**src/rtl/req_encoder32to5_pkg.sv**
```systemverilog
// rtl/req_encoder32to5_pkg.sv - shared sizes and offer-state encoding for the request encoder
package req_encoder32to5_pkg;
  localparam int N = 32;
  localparam int W = 5;

  typedef enum logic {
    IDLE  = 1'b0,
    OFFER = 1'b1
  } state_e;
endpackage

```
**src/rtl/req_encoder32to5_if.sv**
```systemverilog
// rtl/req_encoder32to5_if.sv - request/offer bus between producers, encoder and consumer
interface req_encoder32to5_if
  import req_encoder32to5_pkg::*;
  ();
  logic         en;
  logic [N-1:0] req;
  logic         ready;
  logic         valid;
  logic [W-1:0] idx;
  logic         busy;

  modport master (output en, output req, output ready,
                  input valid, input idx, input busy);
  modport slave  (input en, input req, input ready,
                  output valid, output idx, output busy);
endinterface

```
**src/rtl/req_encoder32to5_rr.sv**
```systemverilog
// rtl/req_encoder32to5_rr.sv - combinational round-robin first-set-bit finder
module rr_priority_encoder32
  import req_encoder32to5_pkg::*;
  (
    input  logic [N-1:0] mask,
    input  logic [W-1:0] ptr,
    output logic         found,
    output logic [W-1:0] idx
  );

  logic [2*N-1:0] dbl;
  logic [N-1:0]   rot;
  logic [W-1:0]   off;

  // Rotate so that index ptr lands at bit 0, then take the lowest set bit.
  always_comb begin
    dbl = {mask, mask} >> ptr;
    rot = dbl[N-1:0];
    off = '0;
    for (int i = N - 1; i >= 0; i--) begin
      if (rot[i]) off = W'(i);
    end
    found = |mask;
    idx   = ptr + off;
  end
endmodule

```
**src/rtl/req_encoder32to5.sv**
```systemverilog
// rtl/req_encoder32to5.sv - sticky 32-line request collector with round-robin registered offer
module req_encoder32to5
  import req_encoder32to5_pkg::*;
  #(
    parameter int N_REQ = req_encoder32to5_pkg::N,
    parameter int W_IDX = req_encoder32to5_pkg::W
  )
  (
    input  logic               clk_i,
    input  logic               rst_i,
    req_encoder32to5_if.slave  bus
  );

  logic [N_REQ-1:0] pending_q, pending_d, clr, masked;
  logic [W_IDX-1:0] ptr_q, ptr_d, idx_q, sel_idx;
  logic             valid_q, accept, found;
  state_e           state_q;

  // Selection sees the post-accept pointer so back-to-back offers advance round-robin.
  always_comb begin
    accept    = valid_q & bus.ready;
    clr       = accept ? (N_REQ'(1) << idx_q) : '0;
    masked    = pending_q & ~clr;
    pending_d = masked | bus.req;
    ptr_d     = accept ? idx_q + W_IDX'(1) : ptr_q;
  end

  rr_priority_encoder32 u_rr (
    .mask  (masked),
    .ptr   (ptr_d),
    .found (found),
    .idx   (sel_idx)
  );

  always_ff @(posedge clk_i or posedge rst_i) begin
    if (rst_i) begin
      pending_q <= '0;
      ptr_q     <= '0;
      idx_q     <= '0;
      valid_q   <= 1'b0;
      state_q   <= IDLE;
    end else begin
      pending_q <= pending_d;
      ptr_q     <= ptr_d;
      case (state_q)
        IDLE: begin
          if (bus.en && found) begin
            state_q <= OFFER;
            valid_q <= 1'b1;
            idx_q   <= sel_idx;
          end
        end
        OFFER: begin
          if (bus.ready) begin
            if (bus.en && found) begin
              idx_q <= sel_idx;
            end else begin
              state_q <= IDLE;
              valid_q <= 1'b0;
            end
          end
        end
        default: begin
          state_q <= IDLE;
          valid_q <= 1'b0;
        end
      endcase
    end
  end

  assign bus.valid = valid_q;
  assign bus.idx   = idx_q;
  assign bus.busy  = |pending_q;
endmodule

```
**src/flat_wrapper.sv**
```systemverilog
// flat-port wrapper written by rule: the top's interface ports become plain ports
module req_encoder32to5_flat import req_encoder32to5_pkg::*;
#(
    parameter int N_REQ = req_encoder32to5_pkg::N,
    parameter int W_IDX = req_encoder32to5_pkg::W
  )
  (clk_i, rst_i, bus_en, bus_req, bus_ready, bus_valid, bus_idx, bus_busy);
  req_encoder32to5_if bus_i ();
  input  logic clk_i;
  input  logic rst_i;
  input wire logic [$bits(bus_i.en)-1:0] bus_en;
  input wire logic [$bits(bus_i.req)-1:0] bus_req;
  input wire logic [$bits(bus_i.ready)-1:0] bus_ready;
  output wire logic [$bits(bus_i.valid)-1:0] bus_valid;
  output wire logic [$bits(bus_i.idx)-1:0] bus_idx;
  output wire logic [$bits(bus_i.busy)-1:0] bus_busy;
  assign bus_i.en = bus_en;
  assign bus_i.req = bus_req;
  assign bus_i.ready = bus_ready;
  assign bus_valid = bus_i.valid;
  assign bus_idx = bus_i.idx;
  assign bus_busy = bus_i.busy;
  req_encoder32to5 #(.N_REQ(N_REQ), .W_IDX(W_IDX)) u_core (.clk_i(clk_i), .rst_i(rst_i), .bus(bus_i));
endmodule
```
**config.mk**
```make
export PLATFORM = sky130hd
export DESIGN_NAME = req_encoder32to5_flat
export DESIGN_NICKNAME = d
export VERILOG_FILES = /design/src/rtl/req_encoder32to5_pkg.sv /design/src/rtl/req_encoder32to5_if.sv /design/src/rtl/req_encoder32to5_rr.sv /design/src/rtl/req_encoder32to5.sv /design/src/flat_wrapper.sv
export SDC_FILE = /design/constraint.sdc
export NUM_CORES = 1
export LEC_CHECK = 0
export BUFFER_PORTS_ARGS = -buffer_cell sky130_fd_sc_hd__buf_2
export CAP_MARGIN = 40
export CORE_MARGIN = 2
export CORE_UTILIZATION = 54
export CTS_CLUSTER_DIAMETER = 40
export DETAILED_ROUTE_END_ITERATION = 8
export GPL_ROUTABILITY_DRIVEN = 0
export PLACE_DENSITY_LB_ADDON = 0.1
export SYNTH_ARGS = -nofsm -noshare
export SYNTH_HDL_FRONTEND = slang
export SYNTH_HIERARCHICAL = 1
export SYNTH_SLANG_ARGS = --single-unit
```
**constraint.sdc**
```tcl
create_clock -name clk_i -period 16.3 [get_ports clk_i]
set_input_delay 0.815 -clock clk_i [delete_from_list [all_inputs] [get_ports clk_i]]
set_output_delay 0.815 -clock clk_i [all_outputs]
set_load 0.02 [all_outputs]
```
Word level (Yosys, flattened, before mapping)
Index checks and enable logic that the tools add are counted.
- register bits: 44
- bits in latches: 0
- bits in writable memories: 0
- ROM bits: 0
- input bits: 36
- logic and storage cells: 65
- memories kept: 0
- $add $sub $neg: 2
- multipliers: 0
- divide/modulo/power cells: 0
- $lt $le $gt $ge: 0
- eq/ne operators: 3
- shift-type cells: 2
- multiplexer cells: 44
- bitwise gates (word level): 5
- reductions and logical operators: 4
- operators by type and width (operator ; number):
    2-to-1 mux 5 bit ; 35
    OR reduction 32 bit ; 2
    >> shifter 64 x 5 -> 32 bit ; 1
    AND 32 bit ; 1
    2-to-1 mux 32 bit ; 1
    inverter 32 bit ; 1
    OR 32 bit ; 1
    << shifter 1 x 5 -> 32 bit, first input constant ; 1
    one-hot mux 5 bit (2 select lines) ; 1
    adder 5 x 1 -> 5 bit, second input constant ; 1
    adder 5 bit ; 1
    2-to-1 mux 1 bit ; 5
    != test 2 bit, second input constant ; 2
    one-hot mux 1 bit (2 select lines) ; 2
    AND reduction 3 bit ; 1
    != test 2 x 1 -> 1 bit, second input constant ; 1
    AND 1 bit ; 1
    logical AND 1 bit ; 1
    inverter 1 bit ; 1

Logic depth before layout (Yosys ltp)
- depth in word-level cells: 41
- mapped depth: 26
- gate-level depth less buffers: 21

Modules after synthesis
Netlist, hierarchy kept.
- modules (own cells, without submodules) (module ; instances ; cells each ; area each (um^2) ; sequential area each (um^2)):
    rr_priority_encoder32 ; 1 ; 365 ; 3917.5 ; 0.0
    req_encoder32to5 ; 1 ; 176 ; 2034.5 ; 1101.1

Least setup slack after synthesis
No wires, ideal clock.
- kind: in2reg
- start point: input bus_ready
- end point: register u_core.idx_q[4] (netlist: u_core/bus.idx[4])
- arrival time: 5.540 ns
- setup slack: 10.636 ns
- stages: 21
- path buffers: 3
- cell sequence: buf_4 -> nand2_1 -> o21ai_0 -> buf_2 -> buf_1 -> mux4_2 -> mux4_2 -> mux2_4 -> a21o_1 -> a2111o_1 -> a211oi_1 -> and4b_1 -> ha_1 -> inv_1 -> fa_1 -> inv_1 -> a21o_1 -> a21oi_1 -> xnor2_1 -> xnor2_1 -> mux2_2
- elaborated cells on any way between the ends: 45
- classes of those cells: add/sub (1); eq/ne (1); shift (1); mux (37); bitwise (3); reduce/logical (2)
- RTL lines (item ; line ; source):
    start: declaration ; flat_wrapper.sv:13 ; input wire logic [$bits(bus_i.ready)-1:0] bus_ready;
    AND 1 bit * ; req_encoder32to5.sv:21 ; accept = valid_q & bus.ready;
    2-to-1 mux 5 bit * ; req_encoder32to5.sv:25 ; ptr_d = accept ? idx_q + W_IDX'(1) : ptr_q;
    named net u_core.ptr_d[3] ; req_encoder32to5.sv:15 ; logic [W_IDX-1:0] ptr_q, ptr_d, idx_q, sel_idx;
    >> shifter 64 x 5 -> 32 bit ; req_encoder32to5_rr.sv:17 ; dbl = {mask, mask} >> ptr;
    2-to-1 mux 5 bit (32 in a row) ; req_encoder32to5_rr.sv:21 ; if (rot[i]) off = W'(i);
    adder 5 bit * ; req_encoder32to5_rr.sv:24 ; idx = ptr + off;
    named net u_core.sel_idx[4] ; req_encoder32to5.sv:15 ;
    2-to-1 mux 5 bit * ; req_encoder32to5.sv:47, req_encoder32to5.sv:55 ;
    2-to-1 mux 5 bit ; req_encoder32to5.sv:54 ; if (bus.ready) begin
    one-hot mux 5 bit (2 select lines) * ; req_encoder32to5.sv:45 ; case (state_q)
    end signal: assignment ; req_encoder32to5.sv:50 ; idx_q <= sel_idx;
    end signal: assignment ; req_encoder32to5.sv:56 ; idx_q <= sel_idx;
    end: declaration ; req_encoder32to5.sv:15 ;
Mark *: on every way through the listed nets, which the timed path passes. The rest lies on a longest branch. The select of a mux whose other input is x is not followed.
A chain may end at the register's enable or synchronous reset.

Final worst setup path
Same ends and word-level chain as after synthesis.

==> flow_summary.toml <==
[timing]
skew_ns = 0.0123
max_slew.worst_pin.slew_ns = 0.899
max_freq_mhz = 166
slew_headroom_pct = 40.1
holdWs_ns = 0.509
rsz0062_at_grt = "no"
period_minus_slack_ns = 6.01
setup_viol = 0
finalSetupTns_ns = 0
period_share_pct = 36.9
maxSlewViolCount = 0
hold_violations = 0

[worst_setup_path]
crit_type = "input pin to flop"
worst_setup_path_start_kind = "input pin"
r2r_cells = 20
cp_data_required_time_ns = 16.49
arrival_ns = 6.20
cp-end-kind = "flop"
cp_max_fo = 34

[yosys]
ys_types = 73
ys.flop_type = "dfrtp_1"
synth-edff-count = 0
async_reset_ff_share_pct = 100
netlist_area_mm2 = 0.00595
syn_avg_cell_area_um2 = 11.0
ys_warn_count = 6
ys_seq_elements = 44
synth_nets = 588
ys_seq_area_share_pct = 18.5
syn_inst = 541

[routing]
via_per_inst = 7.56
ant_nets = 0
wl_per_cell_um = 26.9
drc = 0
drt_iter0_markers = 768
drt_wl_total_um = 18800
vias = 5295
dr.pass1.iters = 5

[final_layout]
layout_common_cells = "mux4_2 (79), dfrtp_1 (44), buf_2 (42)"
fillCellCount = 900
nNetsFinal = 606
mostFrequentLayoutCell = "mux4_2"
syn_to_final_growth_pct = 6.96
drive_gt1_share_pct = 31.4
antenna_cells = 0

[place]
hpwl_um = 13600
port-buffer-count = 42

[floorplanning]
placementRows = 38
core-area_mm2 = 0.0108
die_area_mm2 = 0.0119
initial_core_util_pct = 55.1
dieHeight_um = 109
num_io_pins = 43
fp.dieW_um = 109

[flow_run]
maxCapViolCount = 0

[worst_hold_path]
hp-class = "flop to flop"
hold_depth = 1

[global_routing]
grt_use_total_pct = 33.5
grt-ovfl-total = 0
antenna_found_initial = 0
grt_pass1_wl_um = 29400
grt_max_degree = 70
grt_pass1_vias = 5075

[clock_tree]
cts_tree = "yes"
clk_pin_slew_ns = 0.10
cts_sinks = 44
clk_latency_ns = 0.31
cts_buffers = 5
cts.path.max_buffers = 2
cts_resized = 0
cts_root_buffer = "clkbuf_8"
holdBufCountCts = 0
post_cts_buffers = 0
h-tree-depth = 2

[power_and_ir_drop]
p_leak_uw = 0.00204
cellPowerDensity_mw_per_mm2 = 125
power_uw = 797
ir_worst_vdd_mv = 0.0987

[status]
status = "finished, final reports clean"
==> where the power goes <==
group | internal (uW) | leakage, uW | switching (uW)
combinational | 238 | 0.00155 | 330
clock | 46.2 | 0.0000548 | 42.6
sequential | 122 | 0.000432 | 18.0
==> registers in the layout (all words and copies together), names as in the netlist <==
| name | cells |
|---|---|
| u_core/bus.idx | 5 |
| u_core/ptr_q | 5 |
| u_core/pending_q | 32 |
| u_core/bus.valid | 1 |
| u_core/state_q | 1 |
==> cell usage after synthesis, types with 5 or more instances <==
cell type   n  area, um2
mux4_2     79       1780
dfrtp_1    44       1100
mux2i_1    39        390
nand2_1    33        124
o21a_1     32        240
or2_1      29        181
mux2_2     19        214
nor2_1     18       67.6
nor4_1     17        106
clkbuf_1   14       52.6
buf_2      13       65.1
inv_1      13       48.8
o22ai_1    13       81.3
a21oi_1    10       50.1
ha_1       10        125
nand2b_1    9       56.3
nand3_1     9       45.0
or2_2       8       50.1
mux2_1      7       78.8
a21o_1      6       45.0
a221o_1     6       60.1
a221oi_1    6       52.6
nand4_1     6       37.5
a31oi_1     5       31.3
o211ai_1    5       37.5
o21ai_0     5       25.0
o22a_1      5       43.8
==> final timing paths <==
check                                        startpoint                        endpoint  slack (ns)
max                                           bus_ready   u_core/bus.idx[4]$_DFFE_PP0P_       10.29
max in group asynchronous                         rst_i  u_core/pending_q[11]$_DFF_PP0_       15.29
min reg2reg                    u_core/state_q$_DFF_PP0_    u_core/bus.valid$_DFFE_PP0P_        0.51
min                            u_core/state_q$_DFF_PP0_    u_core/bus.valid$_DFFE_PP0P_        0.51
min in group asynchronous                         rst_i        u_core/state_q$_DFF_PP0_        0.63
max reg2reg                u_core/bus.valid$_DFFE_PP0P_   u_core/bus.idx[4]$_DFFE_PP0P_       10.36
==> per-stage QoR <==
| step | instances | area (um2) | setup WS (ns) | util (%) |
|---|---|---|---|---|
| after CTS | 700 | 6370 | 10.32 | 59.0 |
| after detailed placement | 692 | 6250 | 10.02 | 57.9 |
| after global placement | 690 | 6200 | 10.07 | 57.4 |
| final | 700 | 6370 | 10.29 | 59.0 |
| after global routing | 700 | 6370 | 9.85 | 59.0 |
| after floorplan | 541 | 5950 | 10.64 | - |
==> cells by family after synthesis <==
logic type | share of synthesized area [%]
buffers and inverters | 4.65
adder cells (fa/ha/maj) | 2.44
AO/OA/AOI/OAI | 15.7
multiplexers | 43.4
XOR/XNOR | 0.883
AND/OR/NAND/NOR | 14.4
flip-flops | 18.5
==> critical path: stages <==
cell	delay, ns
buf_2	0.23
nand2_1	0.34
o21ai_2	0.23
buf_4	0.41
clkinv_1	0.65
nor2_1	0.80
a31oi_1	0.25
o211ai_1	0.14
nor2_1	0.08
a2111oi_0	0.42
a211oi_1	0.13
and4b_1	0.26
ha_1	0.16
inv_1	0.06
fa_1	0.42
inv_1	0.08
a21o_1	0.11
a21oi_1	0.07
xnor2_1	0.14
xnor2_1	0.14
mux2_2	0.26
==> per-layer routing <==
metal	vias up	share of wire, %	track usage (%)
li1	2248	-	-
met3	51	13	9.38
met4	0	2.8	9.80
met2	371	46	51.6
met5	-	0	0
met1	2625	38	46.5
==> cell type report <==
| type | instances | area, um2 | area share [%] |
|---|---|---|---|
| Multi-Input combinational cell | 443 | 4610 | 72.4 |
| Sequential cell | 44 | 1100 | 17.3 |
| Timing Repair Buffer | 49 | 303 | 4.76 |
| Tap cell | 140 | 175 | 2.75 |
| Clock buffer | 5 | 68.8 | 1.08 |
| Inverter | 16 | 60.1 | 0.943 |
| Clock inverter | 3 | 46.3 | 0.727 |
Power figures use the tool's default switching activity.
